==> config.mk <==
export PLATFORM = sky130hd
export DESIGN_NAME = regfile_wb_arbiter_flat
export DESIGN_NICKNAME = d
export VERILOG_FILES = /design/src/rtl/regfile_wb_arbiter_if.sv /design/src/rtl/regfile_wb_arbiter.sv /design/src/flat_wrapper.sv
export SDC_FILE = /design/constraint.sdc
export NUM_CORES = 1
export LEC_CHECK = 0
export CAP_MARGIN = 20
export CORE_UTILIZATION = 45
export CTS_CLUSTER_SIZE = 12
export DETAILED_ROUTE_END_ITERATION = 7
export PLACE_DENSITY = 0.67
export SLEW_MARGIN = 25
export SYNTH_ARGS = -nofsm -noshare
export SYNTH_HDL_FRONTEND = slang
export SYNTH_SLANG_ARGS = --single-unit
==> constraint.sdc <==
create_clock -name clk -period 6.76 [get_ports clk]
set_input_delay 1.352 -clock clk [delete_from_list [all_inputs] [get_ports clk]]
set_output_delay 1.352 -clock clk [all_outputs]
set_load 0.02 [all_outputs]
==> src/rtl/regfile_wb_arbiter_if.sv <==
// regfile_wb_arbiter_if: writeback requests, register-file write port and forwarding lookups
interface regfile_wb_arbiter_if #(
    parameter int ADDRESS_WIDTH = 5,
    parameter int DATA_WIDTH    = 32
);
    logic                     req1_valid;
    logic [ADDRESS_WIDTH-1:0] req1_rd;
    logic [DATA_WIDTH-1:0]    req1_data;
    logic                     req2_valid;
    logic [ADDRESS_WIDTH-1:0] req2_rd;
    logic [DATA_WIDTH-1:0]    req2_data;
    logic                     stall;
    logic                     wr_en;
    logic [ADDRESS_WIDTH-1:0] wr_addr;
    logic [DATA_WIDTH-1:0]    wr_data;
    logic [ADDRESS_WIDTH-1:0] chk1_addr;
    logic [ADDRESS_WIDTH-1:0] chk2_addr;
    logic                     chk1_hit;
    logic                     chk2_hit;
    logic [DATA_WIDTH-1:0]    chk1_data;
    logic [DATA_WIDTH-1:0]    chk2_data;

    modport master (
        output req1_valid, req1_rd, req1_data, req2_valid, req2_rd, req2_data, chk1_addr, chk2_addr,
        input  stall, wr_en, wr_addr, wr_data, chk1_hit, chk2_hit, chk1_data, chk2_data
    );
    modport slave (
        input  req1_valid, req1_rd, req1_data, req2_valid, req2_rd, req2_data, chk1_addr, chk2_addr,
        output stall, wr_en, wr_addr, wr_data, chk1_hit, chk2_hit, chk1_data, chk2_data
    );
endinterface

==> src/rtl/regfile_wb_arbiter.sv <==
// regfile_wb_arbiter: serialises dual-issue writebacks through a FIFO onto one write port
module regfile_wb_arbiter #(
    parameter int ADDRESS_WIDTH = 5,
    parameter int DATA_WIDTH    = 32,
    parameter int DEPTH         = 4
) (
    input logic              clk,
    input logic              rst_n,
    regfile_wb_arbiter_if.slave bus
);
    localparam int PW = $clog2(DEPTH);
    localparam int CW = PW + 1;

    logic [ADDRESS_WIDTH-1:0] rd_q   [DEPTH];
    logic [DATA_WIDTH-1:0]    data_q [DEPTH];
    logic [PW-1:0]            head, tail;
    logic [CW-1:0]            count, enq_n;
    logic                     busy, take1, take2;

    assign busy      = count != '0;
    assign bus.stall = count > CW'(DEPTH - 2);
    assign take1     = !bus.stall && bus.req1_valid && bus.req1_rd != '0;
    assign take2     = !bus.stall && bus.req2_valid && bus.req2_rd != '0;
    assign enq_n     = CW'(take1) + CW'(take2);

    assign bus.wr_en   = busy;
    assign bus.wr_addr = busy ? rd_q[head] : '0;
    assign bus.wr_data = busy ? data_q[head] : '0;

    always_ff @(posedge clk or negedge rst_n) begin
        if (!rst_n) begin
            head  <= '0;
            tail  <= '0;
            count <= '0;
        end else begin
            head  <= head + PW'(busy);
            tail  <= tail + enq_n[PW-1:0];
            count <= count + enq_n - CW'(busy);
        end
    end

    // req2 lands behind req1 so it is written last and wins on a shared rd
    always_ff @(posedge clk) begin
        if (take1) begin
            rd_q[tail]   <= bus.req1_rd;
            data_q[tail] <= bus.req1_data;
        end
        if (take2) begin
            rd_q[take1 ? tail + PW'(1) : tail]   <= bus.req2_rd;
            data_q[take1 ? tail + PW'(1) : tail] <= bus.req2_data;
        end
    end

    // scan oldest to youngest so the last match is the youngest pending value
    always_comb begin
        bus.chk1_hit  = 1'b0;
        bus.chk1_data = '0;
        bus.chk2_hit  = 1'b0;
        bus.chk2_data = '0;
        for (int i = 0; i < DEPTH; i++) begin
            if (CW'(i) < count && bus.chk1_addr != '0 && rd_q[head + PW'(i)] == bus.chk1_addr) begin
                bus.chk1_hit  = 1'b1;
                bus.chk1_data = data_q[head + PW'(i)];
            end
            if (CW'(i) < count && bus.chk2_addr != '0 && rd_q[head + PW'(i)] == bus.chk2_addr) begin
                bus.chk2_hit  = 1'b1;
                bus.chk2_data = data_q[head + PW'(i)];
            end
        end
    end
endmodule

==> src/flat_wrapper.sv <==
// flat-port wrapper written by rule: the top's interface ports become plain ports
module regfile_wb_arbiter_flat 
#(
    parameter int ADDRESS_WIDTH = 5,
    parameter int DATA_WIDTH    = 32,
    parameter int DEPTH         = 4
)
  (clk, rst_n, bus_req1_valid, bus_req1_rd, bus_req1_data, bus_req2_valid, bus_req2_rd, bus_req2_data, bus_chk1_addr, bus_chk2_addr, bus_stall, bus_wr_en, bus_wr_addr, bus_wr_data, bus_chk1_hit, bus_chk2_hit, bus_chk1_data, bus_chk2_data);
  regfile_wb_arbiter_if #(.ADDRESS_WIDTH(ADDRESS_WIDTH), .DATA_WIDTH(DATA_WIDTH)) bus_i ();
  input logic clk;
  input logic rst_n;
  input wire logic [$bits(bus_i.req1_valid)-1:0] bus_req1_valid;
  input wire logic [$bits(bus_i.req1_rd)-1:0] bus_req1_rd;
  input wire logic [$bits(bus_i.req1_data)-1:0] bus_req1_data;
  input wire logic [$bits(bus_i.req2_valid)-1:0] bus_req2_valid;
  input wire logic [$bits(bus_i.req2_rd)-1:0] bus_req2_rd;
  input wire logic [$bits(bus_i.req2_data)-1:0] bus_req2_data;
  input wire logic [$bits(bus_i.chk1_addr)-1:0] bus_chk1_addr;
  input wire logic [$bits(bus_i.chk2_addr)-1:0] bus_chk2_addr;
  output wire logic [$bits(bus_i.stall)-1:0] bus_stall;
  output wire logic [$bits(bus_i.wr_en)-1:0] bus_wr_en;
  output wire logic [$bits(bus_i.wr_addr)-1:0] bus_wr_addr;
  output wire logic [$bits(bus_i.wr_data)-1:0] bus_wr_data;
  output wire logic [$bits(bus_i.chk1_hit)-1:0] bus_chk1_hit;
  output wire logic [$bits(bus_i.chk2_hit)-1:0] bus_chk2_hit;
  output wire logic [$bits(bus_i.chk1_data)-1:0] bus_chk1_data;
  output wire logic [$bits(bus_i.chk2_data)-1:0] bus_chk2_data;
  assign bus_i.req1_valid = bus_req1_valid;
  assign bus_i.req1_rd = bus_req1_rd;
  assign bus_i.req1_data = bus_req1_data;
  assign bus_i.req2_valid = bus_req2_valid;
  assign bus_i.req2_rd = bus_req2_rd;
  assign bus_i.req2_data = bus_req2_data;
  assign bus_i.chk1_addr = bus_chk1_addr;
  assign bus_i.chk2_addr = bus_chk2_addr;
  assign bus_stall = bus_i.stall;
  assign bus_wr_en = bus_i.wr_en;
  assign bus_wr_addr = bus_i.wr_addr;
  assign bus_wr_data = bus_i.wr_data;
  assign bus_chk1_hit = bus_i.chk1_hit;
  assign bus_chk2_hit = bus_i.chk2_hit;
  assign bus_chk1_data = bus_i.chk1_data;
  assign bus_chk2_data = bus_i.chk2_data;
  regfile_wb_arbiter #(.ADDRESS_WIDTH(ADDRESS_WIDTH), .DATA_WIDTH(DATA_WIDTH), .DEPTH(DEPTH)) u_core (.clk(clk), .rst_n(rst_n), .bus(bus_i));
endmodule
# Yosys cells after proc, flatten, opt, wreduce, memory -nomap -nowiden
# Memory sizes are Yosys's and may differ from the RTL's.
# Cells that the tools add are included.
[word_totals]
reg_bits = 7
mem_bits_rw = 148
in_bits = 88
output_inout_bits = 105
word_cells = 76
mem_count = 2
[mem_list]
columns = ["memory", "depth", "width", "rd", "rd_ports_with_merged_regs", "wr", "line", "source"]
rows = [
  ["u_core.data_q", 4, 32, 4, 0, 2, "regfile_wb_arbiter.sv:15", "logic [DATA_WIDTH-1:0] data_q [DEPTH];"],
  ["u_core.rd_q", 4, 5, 4, 0, 2, "regfile_wb_arbiter.sv:14", "logic [ADDRESS_WIDTH-1:0] rd_q [DEPTH];"],
]
[classes]
add_sub_neg = 9
n_lt_le_gt_ge = 5
n_eq_ne = 8
n_mux = 23
reduce_logical = 26
[ops]
columns = ["cell", "count"]
rows = [
  ["32-bit two-way mux", 9],
  ["5-bit equality test", 8],
  ["1-bit logical AND", 20],
  ["5-bit nonzero test", 4],
  ["1-bit two-way mux", 12],
  ["1-bit by 3-bit < comparator with 1-bit output (first input constant)", 2],
  ["2-bit by 3-bit < comparator with 1-bit output (first input constant)", 2],
  ["5-bit two-way mux", 1],
  ["2-bit by 1-bit adder with 2-bit output (second input constant)", 2],
  ["2-bit adder (second input constant)", 2],
  ["3-bit adder", 1],
  ["3-bit by 2-bit greater-than comparator with 1-bit output (second input constant)", 1],
  ["3-bit nonzero test", 1],
  ["3-bit by 1-bit subtractor with 3-bit output", 1],
  ["1-bit by 1-bit adder with 2-bit output", 1],
  ["2-bit by 1-bit adder with 2-bit output", 1],
  ["2-bit adder", 1],
  ["2-bit two-way mux", 1],
  ["1-bit logical NOT", 1],
]

# Longest topological paths before layout
[depth]
word_depth = 7
ltp_mapped = 12
depth_no_buf = 9

# Worst setup path after synthesis
# Ideal clock, no wire load.
[synth_path]
path_kind = "input to output"
start = "input port bus_chk2_addr[1]"
end = "output port bus_chk2_data[0]"
arrival_time_ns = 3.455
t_required_ns = 5.408
slack_ns = 1.953
cell_stages = 8
n_path_buf = 3
cell_sequence = "clkbuf_1 > nor3_1 > a211o_1 > a2111oi_2 > o21ai_1 > buf_2 > buf_2 > a221oi_1"
[synth_between]
elab_chain_cells = 7
word_cells_on_any_way = 17
classes_between = "4 x eq/ne; 4 x mux; 9 x reduce/logical"
[synth_rtl]
columns = ["item", "line", "source"]
rows = [
  ["start: declaration", "flat_wrapper.sv:19", "input wire logic [$bits(bus_i.chk2_addr)-1:0] bus_chk2_addr;"],
  ["5-bit nonzero test", "regfile_wb_arbiter.sv:65", "if (CW'(i) < count && bus.chk2_addr != '0 && rd_q[head + PW'(i)] == bus.chk2_addr) begin"],
  ["1-bit logical AND (2 in series)", "regfile_wb_arbiter.sv:65", ""],
  ["32-bit two-way mux (3 in series)", "regfile_wb_arbiter.sv:65", ""],
  ["32-bit two-way mux (*)", "regfile_wb_arbiter.sv:65", ""],
  ["end: declaration", "flat_wrapper.sv:27", "output wire logic [$bits(bus_i.chk2_data)-1:0] bus_chk2_data;"],
]
# Every way passes the cells marked *; elsewhere a longest branch is shown, timed or not.

# Worst setup path after layout
[layout_path]
start = "input port bus_chk2_addr[2]"
end = "output port bus_chk2_data[6]"
# The elaborated chain is that of the path after synthesis.

==> qor.txt <==
maximum clock path buffer count - 2
clk_lat worst skew - 0.45 ns
Final WS setup - 0.5342 ns
R2R setup slack - 3.50 ns
overall global routing resource usage - 27.64%
first-pass GRT wire length - 70030 um
Worst Setup EP - bus_chk2_data[6]
CTS Sinks - 155
crit path DAT - 4.87 ns
Avg WL per Cell - 25.80 um
Worst-path clk slew - 0.07 ns
H-tree Lvls - 4
post-synthesis mux area share - 35.46%
depth of the worst register-to-register path - 10
Detail Route Antenna Nets - 0
Pwr Density - 485.5 nW/um^2
Die X - 182.3 um
largest family of logic cells by synthesized area - multiplexers
worst reg2reg endpoint - u_core.count[2]
Layout Skew - 0.008577 ns
slew margin rel. - 42.58%
Initial Util - 46.02%
CP Launch Type - input pin
synth unique cells - 56
final hold slack - 0.5964 ns
setup bufs post-CTS - 0
RR Startpoint - u_core.count[0]
Post-synth ARST share - 4.516%
final worst path period need - 6.226 ns
1st-pass router iterations - 7
Synth Warn # - 0
Die Footprint - 33250 um^2
Post-Synth Adder-Cell Area - 0.9918%
status - complete, no violations
Max Transition Viols Final - 0
area of the multi-input gates - 9354 um^2
final weighted congestion in routability-driven placement - 0.8962
DR vias/cell - 6.569
Net Count, Synth - 1305
IO Count - 193
CP max stage cell - clkdlybuf4s50_1
Worst setup startpoint - bus_chk2_addr[2]
Reg area - 4627 um^2
HP Class - register to register
Synth Instances - 1206
fin nets - 1415
EDFF count, synth - 148
Slowest Stage Delay on Critical Path - 0.70 ns
Post-Syn Area - 14630 um^2
CTS tree - built
Worst Path Required - 5.41 ns
row count - 65
type of the worst setup path - input pin to primary output
RSZ-0062 raised after global routing - no
highest clock rate - 160.6 MHz
Via Count - 11587
final wirelength - 45520 um
Area Growth Syn to Fin - 18.77%
placed cell area - 16810 um^2
vias in the first global route - 11573
core footprint - 31800 um^2
sequential area share after synthesis - 31.57%
PostCTS Resize Cnt - 0
Worst Max-Slew Pin Slew - 0.8612 ns
DP HPWL - 30770 um
LEAKAGE - 5.818 nW
Post-Synth XOR/XNOR Area - 2.625%
Post-Synth Simple-Gate Area - 10.70%
Root Driver - clkbuf_16
Peak VDD IR - 0.0004023 V
Fillers - 2685
Core Util, Final - 54.66%
quantity of I/O buffers inserted on ports - 192
Synth Register Bits - 155
Worst path most repeated cell - clkdlybuf4s50_1
Setup WS pre-CTS - 0.6171 ns
Diodes inserted - 0
Worst Path Max Fanout - 10
share of layout cells above drive strength 1 - 32.58%
Synth Area in Compound Gates - 13.06%
Final TNS setup - 0 ns
Die Ht - 182.3 um
1st-iter DRT viols - 1254
grt ovf - 0
Crit. End Element - primary output
Final Hold Viols - 0
final worst path period share - 92.10%
detailed-route DRC error count - 0
mean post-synth cell area - 12.13 um^2
Final Cell Area - 17380 um^2
CP cell instances - clkdlybuf4s50_1 > inv_1 > a31oi_1 > nand4_1 > buf_4 > nor4b_2 > mux2i_1 > a221oi_1 > clkdlybuf4s50_1
initial antenna violation count - 0
hold-fix buffers at CTS - 0
total CTS buffers - 17
final setup vio count - 0
Primary FF master, synth - edfxtp_1
Max-Cap Viols - 0
pin count of the biggest net entering global routing - 113
-- layer usage --
metal / part of all wire [%] / global-route usage, %
met5: 0 / 0
met4: 3.0 / 10.25
met3: 7.9 / 5.747
met2: 47 / 45.01
met1: 42 / 36.36
-- state kept, by name, summed over array words and instances (netlist names) --
signal	flops
u_core.count	3
u_core.data_q	128
u_core.head	2
u_core.rd_q	20
u_core.tail	2
-- power by group --
group,leakage (nW),total [mW],internal [mW],switching (mW)
combinational,4.12,5.78,2.53,3.25
clock,0.266,0.972,0.516,0.456
sequential,1.43,1.69,1.38,0.306
-- cell usage in the layout, fill, tap and decap left out, types with 4 or more instances in the layout --
master | synthesis | routed
inv_1 | 14 | 14
a211oi_1 | 41 | 41
and2_1 | 41 | 40
nor3_1 | 78 | 78
xnor2_1 | 23 | 23
mux2_2 | 155 | 155
nand2_1 | 43 | 41
buf_4 | 4 | 36
a221oi_1 | 39 | 38
ha_1 | 10 | 10
nor4b_2 | 28 | 28
o22ai_1 | 6 | 6
inv_6 | 0 | 5
o21ai_1 | 24 | 23
nor2_1 | 39 | 37
a21oi_1 | 14 | 12
mux2i_1 | 56 | 56
mux4_2 | 127 | 127
dfrtp_1 | 7 | 5
clkinvlp_4 | 0 | 4
clkdlybuf4s50_1 | 0 | 192
nor2b_1 | 12 | 12
o21ai_0 | 45 | 43
a221oi_2 | 26 | 26
xor2_1 | 19 | 18
nand3_1 | 4 | 4
clkbuf_16 | 0 | 17
a21o_1 | 35 | 33
edfxtp_1 | 148 | 148
-- synthesized netlist by cell type (19+ instances only) --
master,number,area share [%]
a211oi_1,41,2.1
a21o_1,35,1.8
a221oi_1,39,2.3
a221oi_2,26,2.7
and2_1,41,1.8
buf_2,65,2.2
clkbuf_1,47,1.2
edfxtp_1,148,30
mux2_2,155,12
mux2i_1,56,3.8
mux4_2,127,20
nand2_1,43,1.1
nor2_1,39,1.0
nor3_1,78,2.7
nor4b_2,28,2.9
o21ai_0,45,1.5
o21ai_1,24,0.82
xnor2_1,23,1.4
xor2_1,19,1.1
-- per-stage QoR --
step,power (mW),instances
after floorplan,5.590,1206
after global placement,7.343,1732
after detailed placement,7.408,1732
after CTS,8.406,1764
after global routing,8.849,1764
final,8.439,1764
-- worst max-delay path: cells and delay by family --
family,cells,cell delay (ns)
buf+inv,4,1.94
simple gates,2,0.78
compound gates,2,0.70
mux,1,0.11
-- how the worst min path moves through the flow --
stage | start | end | slack [ns] | cells after the start
floorplan | u_core.head[0] | u_core.head[0] | 0.49 | 1
global placement | u_core.tail[1] | u_core.tail[1] | 0.58 | 1
detailed placement | u_core.tail[1] | u_core.tail[1] | 0.59 | 1
CTS | u_core.tail[1] | u_core.tail[1] | 0.61 | 1
global route | u_core.tail[1] | u_core.tail[1] | 0.66 | 1
finish | u_core.tail[1] | u_core.tail[1] | 0.60 | 1
-- area by class of cell --
cell class	instances	area share, %
Inverter	15	0.3240
Clock buffer	18	2.469
Clock inverter	14	0.7919
Tap cell	435	3.132
Sequential cell	155	26.62
Multi-Input combinational cell	897	53.82
Timing Repair Buffer	230	12.84
-- cell families (layout without fill, tap and decap cells) --
logic type / after synthesis / count (layout)
mux: 339 / 339
fa+ha+maj: 11 / 11
flops: 155 / 155
xor+xnor: 43 / 43
simple gates: 258 / 258
buf+inv: 154 / 277
compound gates: 246 / 246
Power figures use the tool's default switching activity.
